`config.mk`:
```
export PLATFORM = sky130hd
export DESIGN_NAME = ita_hwpe_input_splitter
export DESIGN_NICKNAME = d
export VERILOG_FILES = /design/src/rtl/ita_hwpe_input_splitter.sv
export SDC_FILE = /design/constraint.sdc
export NUM_CORES = 1
export LEC_CHECK = 0
export ABC_AREA = 0
export ABC_CLOCK_PERIOD_IN_PS = 4300
export CELL_PAD_IN_SITES_DETAIL_PLACEMENT = 1
export CELL_PAD_IN_SITES_GLOBAL_PLACEMENT = 2
export CORE_MARGIN = 2
export CORE_UTILIZATION = 25
export DETAILED_ROUTE_END_ITERATION = 7
export DONT_BUFFER_PORTS = 1
export PLACE_DENSITY = 0.54
export SLEW_MARGIN = 20
export SYNTH_ARGS = -nofsm -noshare
export SYNTH_HDL_FRONTEND = slang
export SYNTH_SLANG_ARGS = --single-unit
```
`constraint.sdc`:
```
create_clock -name clk_i -period 4.3 [get_ports clk_i]
set_input_delay 0.645 -clock clk_i [delete_from_list [all_inputs] [get_ports clk_i]]
set_output_delay 0.645 -clock clk_i [all_outputs]
set_load 0.1 [all_outputs]
```
`src/rtl/ita_hwpe_input_splitter.sv`:
```
// Splits 2*DW-bit input beats into two DW-bit engine beats, low half first,
// counting engine beats against a programmed length.
module ita_hwpe_input_splitter #(
    parameter int unsigned DW    = 128,
    parameter int unsigned LEN_W = 16
) (
    input  logic            clk_i,
    input  logic            rst_ni,
    input  logic            clear_i,
    input  logic            start_i,
    input  logic [LEN_W-1:0] tot_len_i,
    input  logic [2*DW-1:0] in_data_i,
    input  logic            in_valid_i,
    output logic            in_ready_o,
    output logic [DW-1:0]   out_data_o,
    output logic            out_valid_o,
    input  logic            out_ready_i,
    output logic            out_last_o,
    output logic            busy_o,
    output logic            done_o
);

    typedef enum logic {IDLE, RUN} state_e;

    state_e             state_q, state_d;
    logic [2*DW-1:0]    data_q, data_d;
    logic               valid_q, valid_d;
    logic               hp_q, hp_d;
    logic [LEN_W-1:0]   rem_q, rem_d;
    logic [LEN_W-1:0]   wide_q, wide_d;
    logic               done_q, done_d;
    logic [LEN_W-1:0]   n_wide;
    logic               run, in_hs, out_hs;

    assign run = (state_q == RUN);
    assign n_wide = (tot_len_i >> 1)
                  + {{(LEN_W-1){1'b0}}, tot_len_i[0]};

    assign out_data_o  = hp_q ? data_q[2*DW-1:DW] : data_q[DW-1:0];
    assign out_valid_o = valid_q;
    assign out_last_o  = valid_q && (rem_q == LEN_W'(1));
    // wide_q holds the wide beats still to fetch; the upper-half case
    // lets a refill overlap the final handshake of the current beat
    assign in_ready_o  = run && (wide_q != '0)
                      && (!valid_q
                          || (hp_q && out_ready_i && rem_q > LEN_W'(1)));
    assign in_hs  = in_valid_i && in_ready_o;
    assign out_hs = valid_q && out_ready_i;
    assign busy_o = run;
    assign done_o = done_q;

    always_comb begin
        state_d = state_q;
        data_d  = data_q;
        valid_d = valid_q;
        hp_d    = hp_q;
        rem_d   = rem_q;
        wide_d  = wide_q;
        done_d  = 1'b0;
        if (clear_i) begin
            state_d = IDLE;
            valid_d = 1'b0;
            hp_d    = 1'b0;
            rem_d   = '0;
            wide_d  = '0;
        end else begin
            unique case (state_q)
                IDLE: begin
                    if (start_i) begin
                        if (tot_len_i != '0) begin
                            state_d = RUN;
                            rem_d   = tot_len_i;
                            wide_d  = n_wide;
                        end else begin
                            done_d = 1'b1;
                        end
                    end
                end
                RUN: begin
                    if (out_hs) begin
                        rem_d = rem_q - LEN_W'(1);
                        if (rem_q == LEN_W'(1)) begin
                            valid_d = 1'b0;
                            hp_d    = 1'b0;
                            wide_d  = '0;
                            state_d = IDLE;
                            done_d  = 1'b1;
                        end else if (!hp_q) begin
                            hp_d = 1'b1;
                        end else begin
                            valid_d = 1'b0;
                            hp_d    = 1'b0;
                        end
                    end
                    if (in_hs) begin
                        data_d  = in_data_i;
                        valid_d = 1'b1;
                        hp_d    = 1'b0;
                        wide_d  = wide_q - LEN_W'(1);
                    end
                end
                default: state_d = IDLE;
            endcase
        end
    end

    always_ff @(posedge clk_i or negedge rst_ni) begin
        if (!rst_ni) begin
            state_q <= IDLE;
            data_q  <= '0;
            valid_q <= 1'b0;
            hp_q    <= 1'b0;
            rem_q   <= '0;
            wide_q  <= '0;
            done_q  <= 1'b0;
        end else begin
            state_q <= state_d;
            data_q  <= data_d;
            valid_q <= valid_d;
            hp_q    <= hp_d;
            rem_q   <= rem_d;
            wide_q  <= wide_d;
            done_q  <= done_d;
        end
    end

endmodule

```
==> run_results.csv, run 1 <==
group,metric,value,unit
run_status,status,"finished, violations left",
run_status,violations,"negative hold slack",
routing,dr.pass1.iters,4,
clocking,cts_tree,"done",
setup_path,cp_max_fo,9,
cells_and_area,nNetsFinal,1306,
routing,drc_errors,0,
die,core.rowCount,88,
sta,worstMarginPinSlew,1.03,ns
sta,finClkSkew,0.0192,ns
clocking,htreeDepth,2,
cells_and_area,insertedDiodeCount,0,
routing,drt-vias-per-instance,4.62,
synth,ys_seq_area_share,49.7,%
setup_path,end_kind,"primary output",
grt,overflow,0,
power_and_ir_drop,worst_ir_drop_vdd,325,µV
setup_path,cp.arrival,2.66,ns
synth,ys_types,51,
sta,maxSlewHeadroom,31.5,%
die,ioPinCount,411,
power_and_ir_drop,leakage,7.02,nW
setup_path,r2r_end,"data_q[138]$_DFFE_PN0P_",
cells_and_area,fillerInstances,6201,
synth,synth-seq-cells,292,
cells_and_area,ff_latch_area,7310,µm²
clocking,cts.sinks,292,
clocking,cts_buffers,38,
place,post-place-ws,1.22,ns
synth,syn_inst,1031,
die,die_h,247,µm
cells_and_area,layout-area-overhead-vs-synth,13.2,%
cells_and_area,drive_gt1_share,44.5,%
routing,ant_nets,0,
sta,rsz0062_at_grt,"false",
sta,setup_slack,0.999,ns
setup_path,worstSetupStartpointType,"flop",
clocking,clk_pin_slew_worst_paths,0.06,ns
place,portBuffers,0,
synth,synthesis.area,14700,µm²
synth,yosys_warnings,0,
die,core,57900,µm²
setup_path,reg2regPathDepth,6,
routing,wl,41300,µm
grt,grt_usage,13.1,%
grt,grt_max_degree,293,
place,gp_congestion,0.748,
synth,synth.net_count,1316,
place,place_hpwl,27700,µm
grt,grt_antenna_before_repair,1,
worst_hold_path,worstHoldPathType,"input port to async pin",
sta,hold_viol,292,
die,fp.dieArea,60800,µm²
synth,synthFlopType,"dfrtp_1",
cells_and_area,multiInputGateArea,6900,µm²
routing,wl_per_cell,22.7,µm
grt,grt_first_pass_wirelength,61000,µm
cells_and_area,final_common_cell,"dfrtp_1",
synth,synth_area_per_cell,14.3,µm²
sta,period_share,76.8,%
sta,hold_ws,-0.198,ns
setup_path,worstPathRequired,3.65,ns
synth,async_reset_ff_share,100,%
clocking,postCtsResizedCells,0,
die,die_width,247,µm
power_and_ir_drop,powerDensity,755,nW/µm²
clocking,cts_root_buffer,"clkbuf_16",
setup_path,r2r_start,"hp_q$_DFFE_PN0P_",
routing,drt_iter0_drc,291,
sta,max_freq,303,MHz
routing,num_vias,8375,
cells_and_area,final_cell_mix,"dfrtp_1, mux2_4, mux2_2",
setup_path,r2r_slack,1.36,ns
setup_path,crit_type,"flop to primary output",
clocking,cts_max_path_buffers,3,
run,cap_viol_max_count,0,
grt,grt_pass1_vias,9272,
sta,final.setup.tns,0,ns
die,initial_core_util,25.4,%
sta,setup_violations,0,
clocking,postCtsSetupBuffers,0,
clocking,insertion_delay,0.54,ns
sta,period_needed,3.30,ns
sta,slew_viol_final,0,
synth,synth_edf_count,0,
[critical path: stages (launching register included)]
cell and delay, ns:
dfrtp_1 0.41, nor4_4 0.52, and4_1 0.32, and3_1 0.86
[state kept, by name, indices dropped and copies added (netlist names)]
| signal | cells |
|---|---|
| out_valid_o | 1 |
| busy_o | 1 |
| rem_q | 16 |
| hp_q | 1 |
| wide_q | 16 |
| data_q | 256 |
| done_o | 1 |
[kinds of logic (layout without fill, tap and decap cells)]
kind of cell             after synthesis  count (layout)  synth area share (%)
AO/OA/AOI/OAI                        118             118                  4.78
XOR/XNOR                              11              11                 0.655
adder cells (fa/ha/maj)                7               7                 0.595
buffers and inverters                 79              97                  3.60
flip-flops                           292             292                  49.7
multiplexers                         385             385                  35.8
AND/OR/NAND/NOR                      139             139                  4.90
[layer usage]
| layer | share of wire, % | track usage, % | vias up | wire [µm] |
|---|---|---|---|---|
| li1 | - | - | 3723 | - |
| met1 | 41 | 15.7 | 4347 | 17000 |
| met2 | 50 | 22.5 | 253 | 20500 |
| met3 | 6.8 | 3.76 | 50 | 2830 |
| met4 | 2.1 | 3.99 | 2 | 882 |
| met5 | 0.027 | 0 | - | 11 |
[through the flow]
stage / utilization, % / total power [mW] / cell area, µm² / instances / hold WS, ns
floorplan: - / 8.86 / 14700 / 1031 / 0.349
global placement: 26.5 / 9.30 / 15400 / 1746 / 0.356
detailed placement: 26.5 / 9.35 / 15400 / 1746 / 0.358
CTS: 28.8 / 12.8 / 16700 / 1814 / -0.250
global route: 28.8 / 13.1 / 16700 / 1814 / -0.249
finish: 28.8 / 12.6 / 16700 / 1814 / -0.198
[power by group]
part           leakage, nW  internal, mW  switching (mW)  total (mW)
clock                0.647          2.01            1.27        3.28
combinational         2.83          1.45            3.79        5.24
sequential            3.54          3.58           0.478        4.06
total                 7.02          7.04            5.54        12.6
[layout make-up]
cell class | instances | area share [%]
Tap cell | 765 | 5.74
Timing Repair Buffer | 12 | 0.766
Sequential cell | 292 | 43.9
Inverter | 17 | 0.383
Clock buffer | 58 | 7.06
Clock inverter | 10 | 0.781
Multi-Input combinational cell | 660 | 41.4
[how the worst max path moves through the flow]
stage                                    start                       to  slack (ns)  cells after the start
after floorplan               busy_o$_DFF_PN0_               in_ready_o        0.49                      4
after global placement        hp_q$_DFFE_PN0P_  data_q[138]$_DFFE_PN0P_        1.25                      6
after detailed placement          tot_len_i[1]    rem_q[10]$_DFFE_PN0P_        1.22                      8
after CTS                 rem_q[8]$_DFFE_PN0P_               out_last_o        0.91                      3
after global routing      rem_q[8]$_DFFE_PN0P_               out_last_o        0.80                      3
final                     rem_q[8]$_DFFE_PN0P_               out_last_o         1.0                      3
[Yosys cell counts (all sizes together), types with 2 or more instances]
master / n / area share [%]
a211oi: 3 / 0.15
nor4: 15 / 0.82
xor2: 3 / 0.18
nor2: 41 / 1.0
a22oi: 7 / 0.36
a21oi: 31 / 1.1
a31oi: 9 / 0.38
xnor2: 8 / 0.48
nand2: 20 / 0.51
inv: 17 / 0.43
nand3: 8 / 0.27
or3: 3 / 0.13
ha: 7 / 0.60
o31ai: 3 / 0.15
o211ai: 2 / 0.10
and3: 5 / 0.21
nor3: 23 / 0.78
or2: 2 / 0.085
nor3b: 3 / 0.15
a21boi: 2 / 0.10
dfrtp: 292 / 50
nand4: 10 / 0.43
a32oi: 3 / 0.18
o21ai: 44 / 1.5
nor4b: 3 / 0.18
buf: 37 / 2.5
clkbuf: 25 / 0.64
o22ai: 5 / 0.21
nand2b: 3 / 0.13
mux2: 384 / 36
No activity file was read; power rests on OpenSTA's default activity.
==> inputs of run 2 (changes only) <==
--- a/config.mk
+++ b/config.mk
@@ -6,7 +6,7 @@
 export NUM_CORES = 1
 export LEC_CHECK = 0
 export ABC_AREA = 0
-export ABC_CLOCK_PERIOD_IN_PS = 4300
+export ABC_CLOCK_PERIOD_IN_PS = 3400
 export CELL_PAD_IN_SITES_DETAIL_PLACEMENT = 1
 export CELL_PAD_IN_SITES_GLOBAL_PLACEMENT = 2
 export CORE_MARGIN = 2
==> constraint.sdc (replaced) <==
create_clock -name clk_i -period 3.4 [get_ports clk_i]
set_input_delay 0.51 -clock clk_i [delete_from_list [all_inputs] [get_ports clk_i]]
set_output_delay 0.51 -clock clk_i [all_outputs]
set_load 0.1 [all_outputs]
==> run_results.csv, run 2 (synthesis gave the netlist of run 1 again) <==
group,metric,value,unit
run_status,status,"finished, violations left",
run_status,violations,"negative hold slack",
setup_path,crit_path_max_incr_delay,0.72,ns
sta,worstMarginPinSlew,1.18,ns
sta,setup_slack,0.359,ns
clocking,cts_tree,"done",
worst_hold_path,worstHoldPathType,"input port to async pin",
power_and_ir_drop,internal_power,8.75,mW
clocking,cts_hold_buf,1,
die,initial_core_util,25.4,%
clocking,clk_pin_slew_worst_paths,0.06,ns
sta,hold_ws,-0.345,ns
clocking,cts_root_buffer,"clkbuf_16",
setup_path,worstSetupStartpointType,"flop",
cells_and_area,nNetsFinal,1311,
grt,grt_usage,13.0,%
sta,rsz0062_at_grt,"false",
sta,period_share,89.4,%
cells_and_area,design_area,16600,µm²
die,core,57900,µm²
place,gp_congestion,0.737,
power_and_ir_drop,swShare,44.5,%
routing,dr.pass1.iters,4,
routing,drt_iter0_drc,332,
clocking,insertion_delay,0.55,ns
cells_and_area,final_common_cell,"dfrtp_1",
routing,wl_per_cell,22.4,µm
sta,finClkSkew,0.0197,ns
setup_path,cp.arrival,2.53,ns
grt,grt_antenna_before_repair,4,
grt,grt_max_degree,293,
grt,grt_first_pass_wirelength,60200,µm
cells_and_area,final_util,28.7,%
grt,grt_pass1_vias,9059,
clocking,cts_buffers,37,
die,core.rowCount,88,
die,die_width,247,µm
clocking,postCtsResizedCells,0,
place,post-place-ws,0.639,ns
cells_and_area,largest_register,"data_q",
routing,ant_nets,0,
power_and_ir_drop,worst_ir_drop_vdd,484,µV
sta,slew_viol_final,0,
setup_path,r2r_start,"rem_q[13]$_DFFE_PN0P_",
run,cap_viol_max_count,0,
clocking,postCtsSetupBuffers,0,
cells_and_area,largest_reg_flops,256,
power_and_ir_drop,p_switching,7.02,mW
cells_and_area,final_cells,1821,
cells_and_area,layout-area-overhead-vs-synth,13.0,%
routing,drc_errors,0,
place,place_hpwl,27500,µm
place,dp_cells,1751,
die,fp.dieArea,60800,µm²
routing,drt-vias-per-instance,4.57,
setup_path,cpMaxStageDelayCell,"mux2_2",
sta,hold_viol,292,
sta,max_freq,329,MHz
cells_and_area,final_cell_mix,"dfrtp_1, mux2_4, mux2_2",
sta,maxSlewHeadroom,21.5,%
cells_and_area,drive_gt1_share,44.0,%
setup_path,crit_type,"flop to primary output",
power_and_ir_drop,leakage,7.00,nW
sta,period_needed,3.04,ns
power_and_ir_drop,p_total,15.8,mW
power_and_ir_drop,pwr-share-clk,25.2,%
power_and_ir_drop,powerDensity,948,nW/µm²
routing,wl,40800,µm
setup_path,startpoint,"hp_q$_DFFE_PN0P_",
cells_and_area,reg_top3,"data_q (256), rem_q (16), wide_q (16)",
place,portBuffers,0,
sta,setup_violations,0,
place,placed_area,15400,µm²
grt,overflow,0,
die,die_h,247,µm
setup_path,worstPathRequired,2.89,ns
clocking,cts.sinks,292,
clocking,cts_max_path_buffers,3,
die,ioPinCount,411,
setup_path,end_kind,"primary output",
clocking,htreeDepth,2,
cells_and_area,fillerInstances,6238,
setup_path,path_cells,"buf_12, mux2_2",
routing,num_vias,8318,
sta,final.setup.tns,0,ns
power_and_ir_drop,power_frac_seq,32.6,%
power_and_ir_drop,pwr-share-comb,42.2,%
setup_path,cp_max_fo,131,
## run 2: cell count changes in the layout (fill, tap and decap cells not counted), sizes merged
cell         change
buf              +5
inv              +1
dlygate4sd3      +1
clkinvlp         +1
diode            +2
clkbuf           -1
clkinv           -2
## run 2: final cells by class
class                           count  area, µm²  area share (%)
Tap cell                          765        957            5.76
Multi-Input combinational cell    660       6890            41.5
Timing Repair Buffer               18        175            1.05
Inverter                           17       63.8           0.384
Clock buffer                       57       1090            6.57
Sequential cell                   292       7310            44.0
Clock inverter                     10        129           0.775
Antenna cell                        2       5.00          0.0301
## run 2: layer usage
layer	GRT usage (%)	routed length (µm)
met3	4.18	3070
met4	4.54	1110
met1	15.9	16900
met2	21.4	19700
met5	0	13
## run 2: final timing paths
check / end / slack (ns) / cells after the start
max: out_data_o[17] / 0.36 / 2
min: data_q[73]$_DFFE_PN0P_ / -0.35 / 0
max reg2reg: data_q[162]$_DFFE_PN0P_ / 0.60 / 7
min reg2reg: data_q[136]$_DFFE_PN0P_ / 0.48 / 1
max in group asynchronous: hp_q$_DFFE_PN0P_ / 3.15 / 0
min in group clk_i: done_o$_DFF_PN0_ / 0.05 / 1
## run 2: power by group through the flow
stage               logic, mW  clock network [mW]  registers, mW
floorplan                6.23                   0           4.98
global placement         6.63                   0           5.17
detailed placement       6.68                   0           5.19
CTS                      6.70                4.14           5.16
global route             6.86                4.28           5.30
finish                   6.66                3.97           5.14
## run 2: worst max-delay path: cells and delay by family, from the launching register on
kind                   cells  cell delay, ns
muxes                      1            0.72
DFF                        1            0.42
buffers and inverters      1            0.38
==> inputs of run 3 (changes only) <==
--- a/config.mk
+++ b/config.mk
@@ -9,7 +9,6 @@
 export ABC_CLOCK_PERIOD_IN_PS = 3400
 export CELL_PAD_IN_SITES_DETAIL_PLACEMENT = 1
 export CELL_PAD_IN_SITES_GLOBAL_PLACEMENT = 2
-export CORE_MARGIN = 2
 export CORE_UTILIZATION = 25
 export DETAILED_ROUTE_END_ITERATION = 7
 export DONT_BUFFER_PORTS = 1
==> run_results.csv, run 3 (synthesis gave the netlist of run 1 again) <==
group,metric,value,unit
routing,wl,40700,µm
clocking,clk_pin_slew_worst_paths,0.06,ns
die,initial_core_util,25.4,%
routing,wl_met3,2680,µm
setup_path,cp_max_fo,131,
clocking,cts_root_buffer,"clkbuf_16",
die,die_h,245,µm
clocking,htreeDepth,2,
run_status,status,"finished, violations left",
cells_and_area,largest_register,"data_q",
routing,drt-vias-per-instance,4.58,
clocking,cts.sinks,292,
routing,num_vias,8355,
cells_and_area,final_cell_mix,"dfrtp_1, mux2_4, mux2_2",
power_and_ir_drop,worst_ir_drop_vdd,510,µV
cells_and_area,final_common_cell,"dfrtp_1",
die,fp.dieArea,59800,µm²
setup_path,end_kind,"primary output",
sta,slew_viol_final,0,
power_and_ir_drop,internal_power,8.79,mW
clocking,postCtsResizedCells,0,
cells_and_area,largest_reg_flops,256,
place,place_hpwl,27200,µm
power_and_ir_drop,pwr-share-clk,25.3,%
power_and_ir_drop,pwr-share-comb,42.2,%
sta,period_share,91.9,%
sta,finClkSkew,0.0227,ns
power_and_ir_drop,powerDensity,948,nW/µm²
place,post-place-ws,0.563,ns
routing,drt_iter0_drc,299,
place,gp_congestion,0.740,
grt,grt_antenna_before_repair,2,
power_and_ir_drop,power_frac_seq,32.5,%
power_and_ir_drop,swShare,44.4,%
sta,maxSlewHeadroom,11.1,%
run,cap_viol_max_count,0,
sta,final.setup.tns,0,ns
clocking,postCtsSetupBuffers,0,
cells_and_area,reg_top3,"data_q (256), rem_q (16), wide_q (16)",
die,die_width,245,µm
die,core,57900,µm²
sta,period_needed,3.12,ns
routing,ant_nets,0,
grt,grt_usage,13.4,%
setup_path,crit_type,"flop to primary output",
grt,grt_max_degree,293,
routing,drc_errors,0,
setup_path,cp.arrival,2.61,ns
setup_path,worstSetupStartpointType,"flop",
setup_path,worstPathRequired,2.89,ns
die,core.rowCount,88,
cells_and_area,nNetsFinal,1315,
routing,wl_per_cell,22.3,µm
grt,grt_first_pass_wirelength,61400,µm
clocking,cts_max_path_buffers,3,
clocking,insertion_delay,0.55,ns
routing,maxUsedRoutingLayer,"met4",
sta,hold_ws,-0.333,ns
place,portBuffers,0,
grt,overflow,0,
sta,max_freq,320,MHz
sta,worstMarginPinSlew,1.33,ns
clocking,cts_hold_buf,1,
cells_and_area,drive_gt1_share,44.7,%
cells_and_area,layout-area-overhead-vs-synth,13.3,%
routing,wl_met1,17400,µm
worst_hold_path,worstHoldPathType,"input port to async pin",
routing,dr.pass1.iters,4,
grt,grt_pass1_vias,9133,
sta,setup_slack,0.276,ns
place,placed_area,15400,µm²
die,ioPinCount,411,
run_status,violations,"negative hold slack",
sta,rsz0062_at_grt,"false",
clocking,cts_tree,"done",
sta,hold_viol,292,
cells_and_area,design_area,16700,µm²
sta,setup_violations,0,
routing,wl_met2,19800,µm
clocking,cts_buffers,37,
power_and_ir_drop,leakage,7.03,nW
power_and_ir_drop,p_switching,7.01,mW
[run 3: final timing paths]
path	startpoint	end	slack (ns)	cells after the start
setup / recovery	hp_q$_DFFE_PN0P_	out_data_o[27]	0.28	2
hold / removal	rst_ni	data_q[214]$_DFFE_PN0P_	-0.33	0
setup reg to reg	wide_q[0]$_DFFE_PN0P_	data_q[159]$_DFFE_PN0P_	0.57	8
hold reg to reg	data_q[136]$_DFFE_PN0P_	data_q[136]$_DFFE_PN0P_	0.48	1
max in group asynchronous	rst_ni	hp_q$_DFFE_PN0P_	2.88	0
min in group clk_i	clear_i	rem_q[5]$_DFFE_PN0P_	0.06	1
[run 3: power by group through the flow]
stage	Clock [mW]	Combinational (mW)	Sequential, mW
finish	4.00	6.67	5.14
CTS	4.19	6.71	5.16
global route	4.30	6.88	5.30
global placement	0	6.64	5.16
detailed placement	0	6.68	5.19
floorplan	0	6.23	4.98
[run 3: per-layer routing]
metal | vias up | global-route usage (%)
li1 | 3742 | -
met1 | 4319 | 17.0
met2 | 249 | 22.0
met3 | 45 | 3.62
met4 | 0 | 4.28
met5 | - | 0
[run 3: layout make-up]
cell class              count  area, µm²
clock buffers              51       1060
well taps                 765        957
flip-flops and latches    292       7310
diodes                      2       5.00
fillers                  6186      41200
inverters                  17       63.8
multi-input cells         660       6890
repair buffers             22        205
clock inverters            15        179
[run 3: metrics by stage]
step | utilization [%] | hold WS, ns | power, mW | std cells
2_1_floorplan | - | 0.214 | 11.2 | 1031
3_3_place_gp | 26.6 | 0.221 | 11.8 | 1755
3_5_place_dp | 26.6 | 0.223 | 11.9 | 1755
4_1_cts | 28.8 | -0.391 | 16.1 | 1822
5_1_grt | 28.8 | -0.385 | 16.5 | 1823
6_report | 28.8 | -0.333 | 15.8 | 1824
[run 3: critical path: stages, from the launching register on]
cell and delay [ns]:
dfrtp_4 0.42, buf_12 0.36, mux2_2 0.72
